`src/rtl/clock_set_ctrl.sv`:
```
// Seconds/minutes timekeeper with a 1 Hz prescaler.
// A mode button cycles RUN -> SET_MIN -> SET_SEC; an inc button sets the selected field.
module clock_set_ctrl #(
    parameter int TICKS_PER_SEC = 50_000_000
) (
    input  logic       clk,
    input  logic       reset,
    input  logic       mode_btn,
    input  logic       inc_btn,
    output logic [5:0] seconds,
    output logic [5:0] minutes,
    output logic [1:0] mode,
    output logic       blink,
    output logic       sec_tick,
    output logic       hour_pulse
);
    localparam int PW = (TICKS_PER_SEC > 2) ? $clog2(TICKS_PER_SEC) : 1;
    localparam logic [PW-1:0] RUN_MAX   = PW'(TICKS_PER_SEC - 1);
    localparam logic [PW-1:0] BLINK_MAX = PW'(TICKS_PER_SEC / 2 - 1);

    typedef enum logic [1:0] {
        RUN     = 2'b00,
        SET_MIN = 2'b01,
        SET_SEC = 2'b10,
        BAD     = 2'b11
    } state_t;

    state_t        state, state_nx;
    logic [PW-1:0] presc;
    logic          mode_prev, inc_prev;
    logic          mode_press, inc_press;

    // A mode press in the same cycle swallows any inc press.
    assign mode_press = mode_btn & ~mode_prev;
    assign inc_press  = inc_btn & ~inc_prev & ~mode_press;

    always_ff @(posedge clk or posedge reset) begin
        if (reset) state <= RUN;
        else       state <= state_nx;
    end

    always_comb begin
        state_nx = state;
        case (state)
            RUN:     if (mode_press) state_nx = SET_MIN;
            SET_MIN: if (mode_press) state_nx = SET_SEC;
            SET_SEC: if (mode_press) state_nx = RUN;
            default: state_nx = RUN;
        endcase
    end

    always_comb begin
        mode = state;
    end

    always_ff @(posedge clk or posedge reset) begin
        if (reset) begin
            presc      <= '0;
            seconds    <= '0;
            minutes    <= '0;
            blink      <= 1'b0;
            sec_tick   <= 1'b0;
            hour_pulse <= 1'b0;
            mode_prev  <= 1'b0;
            inc_prev   <= 1'b0;
        end else begin
            mode_prev  <= mode_btn;
            inc_prev   <= inc_btn;
            sec_tick   <= 1'b0;
            hour_pulse <= 1'b0;
            if (state_nx != state) begin
                // Every transition restarts the prescaler; blink starts lit in set states.
                presc <= '0;
                blink <= (state_nx != RUN);
            end else if (state == RUN) begin
                blink <= 1'b0;
                if (presc == RUN_MAX) begin
                    presc    <= '0;
                    sec_tick <= 1'b1;
                    if (seconds >= 6'd59) begin
                        seconds <= '0;
                        if (minutes >= 6'd59) begin
                            minutes    <= '0;
                            hour_pulse <= 1'b1;
                        end else begin
                            minutes <= minutes + 6'd1;
                        end
                    end else begin
                        seconds <= seconds + 6'd1;
                    end
                end else begin
                    presc <= presc + PW'(1);
                end
            end else begin
                // Half-second prescaler drives a 1 Hz blink square wave.
                if (presc == BLINK_MAX) begin
                    presc <= '0;
                    blink <= ~blink;
                end else begin
                    presc <= presc + PW'(1);
                end
                if (inc_press) begin
                    if (state == SET_MIN)
                        minutes <= (minutes >= 6'd59) ? 6'd0 : minutes + 6'd1;
                    else
                        seconds <= (seconds >= 6'd59) ? 6'd0 : seconds + 6'd1;
                end
            end
        end
    end
endmodule

```
`config.mk`:
```
export PLATFORM = sky130hd
export DESIGN_NAME = clock_set_ctrl
export DESIGN_NICKNAME = d
export VERILOG_FILES = /design/src/rtl/clock_set_ctrl.sv
export SDC_FILE = /design/constraint.sdc
export NUM_CORES = 1
export LEC_CHECK = 0
export BUFFER_PORTS_ARGS = -buffer_cell sky130_fd_sc_hd__buf_2
export CORE_MARGIN = 2
export CORE_UTILIZATION = 35
export DETAILED_ROUTE_END_ITERATION = 8
export GPL_ROUTABILITY_DRIVEN = 0
export GPL_TIMING_DRIVEN = 0
export PLACE_DENSITY_LB_ADDON = 0.15
export SYNTH_ARGS = -nofsm -noshare
export SYNTH_HDL_FRONTEND = slang
export SYNTH_SLANG_ARGS = --single-unit
```
`constraint.sdc`:
```
create_clock -name clk -period 2.2 [get_ports clk]
set_input_delay 0.22 -clock clk [delete_from_list [all_inputs] [get_ports clk]]
set_output_delay 0.22 -clock clk [all_outputs]
set_load 0.02 [all_outputs]
```
# --- After elaboration in Yosys (flattened, before gate mapping) ---
# Cells that the tools add are included.
classes:
  n_reduce_logical: 7
  bitwise_logic: 8
  eq_ne: 8
  mux: 30
  order_cmp: 2
  add_sub_neg: 3
ops:
  columns: ["operator", "n"]
  rows:
  - ["$mux W26", 4]
  - ["$mux W6", 11]
  - ["$add A26 B1 Y26 const B", 1]
  - ["$eq A26 B25 Y1 const B", 1]
  - ["$eq A26 B26 Y1 const B", 1]
  - ["$add A6 B1 Y6 const B", 2]
  - ["$ge A6 B6 Y1 const B", 2]
  - ["$mux W1", 11]
  - ["$mux W2", 3]
  - ["$pmux W2 S3", 1]
  - ["$reduce_bool A2 Y1", 3]
  - ["$not A1 Y1", 5]
  - ["$reduce_and A5 Y1", 1]
  - ["$ne A2 B1 Y1 const B", 2]
  - ["$reduce_and A4 Y1", 1]
  - ["$and A1 B1 Y1", 3]
  - ["$reduce_bool A3 Y1", 1]
  - ["$eq A2 B1 Y1 const B", 1]
  - ["$eq A2 B2 Y1 const B", 1]
  - ["$logic_not A2 Y1", 1]
  - ["$ne A2 B2 Y1", 1]
  - ["$ne A2 B2 Y1 const B", 1]
totals:
  word_cells: 67
  inputBits: 4
  out_inout_bits: 17
  reg_bits: 45

# --- Depth between registers and ports, before layout ---
# Gate-level depths: netlist (run 1).
depth:
  depth_word: 7
  depth_mapped: 8
  ltp_nobuf: 7

# --- Worst setup path before layout (run 1) ---
# No wires, ideal clock.
synth_path:
  path_type: "register to register"
  start: "register presc[0]"
  end: "register seconds[4]"
  required_ps: 2067
  t_arrival_ps: 1793
  setup_time_ps: 133
  n_path_buf: 1
  path_slack_ps: 275
  path_stages_with_launch: 9
  period_less_slack_ps: 1925
  path_cell_list: "dfrtp_1 -> ha_1 -> nand2_1 -> nor4_1 -> and4b_1 -> o21ai_2 -> buf_6 -> nor4_2 -> o22ai_1"
synth_between:
  elab_chain_cells: 3
synth_rtl:
  columns: ["element", "line_no", "source"]
  rows:
  - ["start: declaration", "29", "logic [PW-1:0] presc;"]
  - ["start signal: assignment", "92", "presc <= presc + PW'(1);"]
  - ["start signal: assignment", "100", "presc <= presc + PW'(1);"]
  - ["$eq A26 B26 Y1", "77", "if (presc == RUN_MAX) begin"]
  - ["$ne A2 B1 Y1 (no source line)", null, null]
  - ["$reduce_and A4 Y1 (no source line)", null, null]
  - ["end signal: assignment", "89", "seconds <= seconds + 6'd1;"]
  - ["end signal: assignment", "106", "seconds <= (seconds >= 6'd59) ? 6'd0 : seconds + 6'd1;"]
  - ["end: declaration", "10", "output logic [5:0] seconds,"]
# Every way passes these cells.
# A chain may end at the register's enable or synchronous reset.

# --- Worst setup path after layout (run 1) ---
layout_path:
  start: "register seconds[0]"
  end: "register minutes[1]"
layout_between:
  elab_chain_cells: 3
layout_rtl:
  columns: ["element", "line_no", "source"]
  rows:
  - ["$ge A6 B6 Y1", "80", "if (seconds >= 6'd59) begin"]
  - ["$ne A2 B1 Y1 (no source line)", null, null]
  - ["$reduce_and A5 Y1 (no source line)", null, null]
  - ["end signal: assignment", "86", "minutes <= minutes + 6'd1;"]
  - ["end signal: assignment", "104", "minutes <= (minutes >= 6'd59) ? 6'd0 : minutes + 6'd1;"]
  - ["end: declaration", "11", "output logic [5:0] minutes,"]
# Every way passes these cells.

==> results.txt, run 1 <==
Status = complete, no violations
Design Power = 2.53 mW
DP Wirelength = 3410 um
PortBufs = 20
Seq cells post-synth = 45
DRC Markers = 0
Total Routing Usage GR = 13.6%
Part of the power in combinational logic = 30.9%
Final Hold Violating Endpoints = 0
Via/cell ratio = 5.00
Clock-pin slew on the worst setup and hold paths = 0.09 ns
Syn_nets = 242
Post-route setup slack = 0.116 ns
Setup Skew = 0.00670 ns
Number of synthesized flops with an enable pin = 0
Post-synth top cells = 45 x dfrtp_1, 38 x nor2_1, 16 x nand2_1, 16 x nand3_1, 15 x xor2_1
Yosys top cell by area = dfrtp_1
Synth top area share = 46.4%
1st-iter DRT viols = 67
LEAKAGE = 1.26 nW
Max Cap Violations = 0
CTS buffer count = 5
Via count = 1749
Cell Pwr Density = 898 mW/mm^2
Placement Setup Slack = -0.0156 ns
Chip height = 87.2 um
Ant. Diodes = 0
Clk sinks = 45
Psw = 898 uW
Synth Flop Type = dfrtp_1
Switch share = 35.5%
RSZ-0062 raised after global routing = no
Worst Setup End Kind = flip-flop
CTS tree = done
HP Class = in -> reg
H-tree depth = 2
Peak Freq = 480 MHz
Avg Inst Size Synth = 10.3 um^2
CTS Root Cell = clkbuf_8
Startpoint Class = flip-flop
Core area = 0.00676 mm^2
Asr flop ratio synth = 100%
Initial antenna violation count = 0
Area Growth Syn to Fin = 16.3%
Data required time of the worst path = 2.39 ns
Synth Instances = 235
Reg-to-reg slack, setup = 0.12 ns
Reg area = 0.00113 mm^2
Crit Path Class = reg -> reg
# nets final = 276
Int Pwr = 1.63 mW
Layout cell share with drive strength beyond 1 = 24.1%
First-pass GRT wire length = 8170 um
Largest net degree at the start of global routing = 35
Full die area = 0.00761 mm^2
Syn. warnings = 0
Slew @ Worst Pin = 0.639 ns
Congestion Overflow GR = 0
Arrival time worst endpoint = 2.27 ns
Ports = 21
Clk_lat worst skew = 0.30 ns
Sequential Power Share = 43.3%
Initial core utilization = 35.9%
Final wirelength = 4880 um
Post-synth cell types = 56
Synth Cell Area = 0.00242 mm^2
Crit-path max FO = 7
Die width = 87.2 um
Synth area leaders = dfrtp_1 46%, nor2_1 5.9%, xor2_1 5.4%, xnor2_1 3.6%, nand3_1 3.3%
Area of the multi-input gates = 0.00125 mm^2
Num rows = 30
Total negative setup slack = 0 ns
Max VDD drop = 569 uV
Final setup violation count = 0
Clk pwr share = 25.8%
Drt wl/cell = 13.9 um
Final Max Slew Viols = 0
Min Clock Period, post-route = 2.08 ns
Vias in the first global route = 1635
Pre-Repair DR Iteration Count = 4
CTS Buffer Depth = 2
Period utilization = 94.7%
Fillers = 662
Post-route antenna net violation count = 0
Slew margin rel. = 57.3%
Dominant cell by count in the synthesized netlist = dfrtp_1
Register area share after synthesis = 46.4%
-- cell usage in the layout, fill, tap and decap left out, types with 2 or more instances in the layout --
cell type | synthesis | routed
xnor2_1 | 10 | 10
dfrtp_1 | 45 | 44
nand2b_1 | 3 | 3
clkbuf_1 | 2 | 3
nand4_1 | 5 | 5
nor3_1 | 4 | 4
maj3_1 | 2 | 2
clkbuf_8 | 0 | 6
nor4_1 | 4 | 3
xor2_1 | 15 | 15
a31oi_1 | 2 | 2
nand3_1 | 16 | 16
nand3b_1 | 2 | 2
nor4_4 | 3 | 3
and3_1 | 4 | 4
nor4_2 | 2 | 3
o21ai_0 | 6 | 6
a21oi_1 | 6 | 6
ha_1 | 3 | 2
nor2b_1 | 3 | 3
buf_2 | 1 | 21
or2_2 | 2 | 2
inv_1 | 5 | 4
nand4_4 | 2 | 2
buf_4 | 2 | 7
mux2_4 | 2 | 2
nand2_1 | 16 | 16
o2bb2ai_1 | 2 | 2
nor2_1 | 38 | 38
-- power groups by stage --
stage               combinational (mW)  clock (mW)  sequential (mW)
global route                     0.864       0.702             1.12
global placement                 0.758           0             1.11
floorplan                        0.459           0             1.19
finish                           0.782       0.653             1.10
detailed placement               0.766           0             1.11
CTS                              0.774       0.677             1.10
-- timing repair --
action,4_1_cts,5_1_grt
setup buffers,0,5
pin swaps,0,3
hold endpoints to repair,11,0
gates resized for setup,1,2
hold buffers,1,0
gates cloned,0,0
setup endpoints to repair,3,29
-- routing by layer --
layer / vias up / track usage (%) / routed length (um)
met5: - / 0 / 0
met4: 0 / 4.20 / 47
met3: 4 / 2.65 / 131
met2: 19 / 18.8 / 1980
met1: 833 / 21.3 / 2730
li1: 893 / - / -
-- layout make-up --
class                      instances  area share, %
tap                               80           3.55
clock buffer                       7           3.06
clock inverter                     1           1.07
timing repair buffer              27           5.95
sequential                        45           40.0
inverter                           5          0.666
buffer                             6           1.38
multi-input combinational        179           44.3
-- final timing paths --
kind	start	end	cells after the start
min reg2reg	presc[0]	presc[0]	1
min in group asynchronous	reset	seconds[4]	3
min	mode_btn	mode_prev	1
max in group asynchronous	reset	presc[0]	4
max reg2reg	seconds[0]	minutes[1]	6
max	seconds[0]	minutes[1]	6
-- state kept, by name, summed over array words and instances (netlist names), 2 cells and up --
register  count
minutes       6
presc        26
seconds       6
mode          2
-- critical path, cell delays in order, from the launching register on --
cell	delay, ns
dfrtp_1	0.43
ha_1	0.29
o2111ai_1	0.57
o31ai_4	0.11
buf_4	0.19
nand2_4	0.09
mux2_4	0.30
-- kinds of logic (layout without fill, tap and decap cells) --
logic type | after synthesis | count (layout) | synth area share, %
AND/OR/NAND/NOR | 121 | 121 | 30.5
flip-flops | 45 | 45 | 46.4
AO/OA/AOI/OAI | 26 | 26 | 8.00
XOR/XNOR | 25 | 25 | 9.03
buffers and inverters | 11 | 46 | 2.37
adder cells (fa/ha/maj) | 5 | 5 | 2.37
multiplexers | 2 | 2 | 1.24
-- stage by stage --
stage,area (um^2),instances,utilization (%),hold slack (ns)
final,2820,350,41.7,0.0378
after global routing,2820,350,41.7,0.0305
after CTS,2770,345,41.1,0.0299
after detailed placement,2650,336,39.1,0.183
after global placement,2630,335,38.9,0.343
after floorplan,2420,235,-,0.251
Note: power is estimated with default switching activity, not from simulation.
==> run 2: changes to the inputs <==
Settings changed: CORE_ASPECT_RATIO from default to 0.7, CORE_UTILIZATION 35 to 48.
==> run 2 against run 1 <==
Against the previous run: non-clock buffer count is 4 lower; sequential share of layout area is 0.51 points higher; highest routed layer unchanged; die area is 26% lower; setup slack better by 0.041 ns; count of clock-buffer cells in the layout stayed put; routed wire length is 5.0% lower; largest cell class unchanged.
==> results.txt, run 2 (synthesized netlist as in run 1, its figures left out) <==
H-tree depth = 2 (unchanged)
Min Clock Period, post-route = 2.04 ns (was 2.08 ns)
Final Hold Violating Endpoints = 0 (unchanged)
CP delay by family, top = simple AND/OR/NAND/NOR gates (was compound AO/OA/AOI/OAI gates)
Pre-Repair DR Iteration Count = 5 (was 4)
Status = complete, no violations (unchanged)
CTS Root Cell = clkbuf_8 (unchanged)
Final instance area = 0.00278 mm^2 (was 0.00282 mm^2)
Sequential Power Share = 43.6% (was 43.3%)
DRC Markers = 0 (unchanged)
Initial antenna violation count = 0 (unchanged)
Area Growth Syn to Fin = 14.7% (was 16.3%)
# nets final = 272 (was 276)
Commonest cells after routing, fill and taps aside = 45 x dfrtp_1, 38 x nor2_1, 21 x buf_2 (was 44 x dfrtp_1, 38 x nor2_1, 21 x buf_2)
Final wirelength = 4640 um (was 4880 um)
Worst path slowest cell = dfrtp_1 (was o2111ai_1)
Worst Setup End Kind = flip-flop (unchanged)
Top flop regs = presc (26), minutes (6), seconds (6) (unchanged)
Hold Path Cell Cnt = 1 (unchanged)
Full die area = 0.00565 mm^2 (was 0.00761 mm^2)
Die width = 89.0 um (was 87.2 um)
Total Routing Usage GR = 17.9% (was 13.6%)
CTS buffer count = 5 (unchanged)
Post-route antenna net violation count = 0 (unchanged)
Reg2reg path depth = 7 (was 6)
Clk_lat worst skew = 0.29 ns (was 0.30 ns)
Int Pwr = 1.63 mW (about the same)
Startpoint Class = flip-flop (unchanged)
Core area = 0.00483 mm^2 (was 0.00676 mm^2)
Biggest register = presc (unchanged)
Congestion Overflow GR = 0 (unchanged)
Slew margin rel. = 58.3% (was 57.3%)
Largest net degree at the start of global routing = 31 (was 35)
Design Power = 2.53 mW (about the same)
CP bufs+invs = 1 (unchanged)
Initial core utilization = 50.2% (was 35.9%)
Max Cap Violations = 0 (unchanged)
Commonest non-fill, non-tap cell in the layout = dfrtp_1 (unchanged)
Crit-path cells = nand3_1 > or2_1 > nor4_1 > a21oi_1 > o21bai_2 > buf_4 > nor2_1 (was ha_1 > o2111ai_1 > o31ai_4 > buf_4 > nand2_4 > mux2_4)
Switch share = 35.6% (was 35.5%)
DP Wirelength = 3320 um (was 3410 um)
Dpl cell area = 0.00263 mm^2 (was 0.00265 mm^2)
Via/cell ratio = 5.41 (was 5.00)
PortBufs = 20 (unchanged)
Ant. Diodes = 0 (unchanged)
Period utilization = 92.9% (was 94.7%)
Max VDD drop = 583 uV (was 569 uV)
Crit Path Class = reg -> reg (unchanged)
Layout cell share with drive strength beyond 1 = 22.6% (was 24.1%)
HP Class = in -> reg (unchanged)
Vias in the first global route = 1591 (was 1635)
First-pass GRT wire length = 7890 um (was 8170 um)
Psw = 900 uW (was 898 uW)
Part of the power in combinational logic = 31.0% (was 30.9%)
CTS Buffer Depth = 2 (unchanged)
Num rows = 21 (was 30)
Ports = 21 (unchanged)
Clk pwr share = 25.4% (was 25.8%)
Clk sinks = 45 (unchanged)
Final setup violation count = 0 (unchanged)
Clock-pin slew on the worst setup and hold paths = 0.08 ns (was 0.09 ns)
LEAKAGE = 1.24 nW (was 1.26 nW)
Max reg flops = 26 (unchanged)
Setup Skew = 0.00322 ns (was 0.00670 ns)
Via count = 1813 (was 1749)
Drt wl/cell = 13.8 um (was 13.9 um)
1st-iter DRT viols = 147 (was 67)
Final Max Slew Viols = 0 (unchanged)
Fillers = 441 (was 662)
CTS tree = done (unchanged)
Slew @ Worst Pin = 0.625 ns (was 0.639 ns)
Cell Pwr Density = 910 mW/mm^2 (was 898 mW/mm^2)
Critical path depth = 7 (was 6)
Data required time of the worst path = 2.39 ns (about the same)
Arrival time worst endpoint = 2.23 ns (was 2.27 ns)
Chip height = 63.5 um (was 87.2 um)
Crit-path max FO = 10 (was 7)
Max incr delay on CP = 0.41 ns (was 0.57 ns)
Peak Freq = 489 MHz (was 480 MHz)
==> run 2: final cells by class <==
type | count | area [um^2] | share of cell area (%)
Buffer | 6 | 38.8 | 1.40
Clock buffer | 7 | 86.3 | 3.11
Timing Repair Buffer | 23 | 138 | 4.95
Inverter | 5 | 18.8 | 0.675
Clock inverter | 1 | 30.0 | 1.08
Tap cell | 69 | 86.3 | 3.11
Multi-Input combinational cell | 179 | 1260 | 45.2
Sequential cell | 45 | 1130 | 40.5
==> run 2: power groups by stage <==
stage	Combinational, mW	Clock [mW]	Sequential [mW]
3_3_place_gp	0.751	0	1.11
5_1_grt	0.860	0.698	1.13
6_report	0.784	0.644	1.10
3_5_place_dp	0.761	0	1.11
2_1_floorplan	0.459	0	1.19
4_1_cts	0.767	0.664	1.09
==> run 2: worst paths after layout <==
kind | start | end | slack [ns]
max in group asynchronous | reset | presc[25] | 1.29
setup reg to reg | presc[19] | presc[21] | 0.16
hold / removal | mode_btn | mode_prev | 0.04
min in group asynchronous | reset | presc[19] | 0.43
hold reg to reg | seconds[1] | seconds[1] | 0.54
setup / recovery | presc[19] | presc[21] | 0.16
==> run 2: repair_timing <==
item	in CTS	in global routing
endpoints found under the setup margin	2	30
hold buffers	1	0
pin swaps	1	1
buffers inserted	0	1
endpoints found under the hold margin	15	0
resized for setup	0	3
==> run 2: metrics by stage <==
step / std cells / utilization, % / worst slack, ns / hold slack (ns) / TNS, ns
2_1_floorplan: 235 / - / 0.275 / 0.251 / 0
3_3_place_gp: 324 / 54.0 / -0.0473 / 0.340 / -0.0938
3_5_place_dp: 325 / 54.4 / -0.0202 / 0.211 / -0.0391
4_1_cts: 334 / 57.0 / 0.0182 / 0.0308 / 0
5_1_grt: 335 / 57.5 / -0.0110 / 0.0312 / -0.0110
6_report: 335 / 57.5 / 0.157 / 0.0385 / 0
==> run 2: worst register-to-register path, cell delays in order, from the launching register on <==
cell and delay (ns):
dfrtp_1 0.41, nand3_1 0.20, or2_1 0.33, nor4_1 0.28, a21oi_1 0.08, o21bai_2 0.32, buf_4 0.25, nor2_1 0.07
==> run 2: routing by layer <==
metal | track usage, % | vias to the layer above | part of all wire [%]
met3 | 4.06 | 2 | 4.8
li1 | - | 891 | -
met1 | 29.6 | 865 | 55
met5 | 0 | - | 0
met4 | 3.92 | 0 | 0.47
met2 | 23.4 | 55 | 40
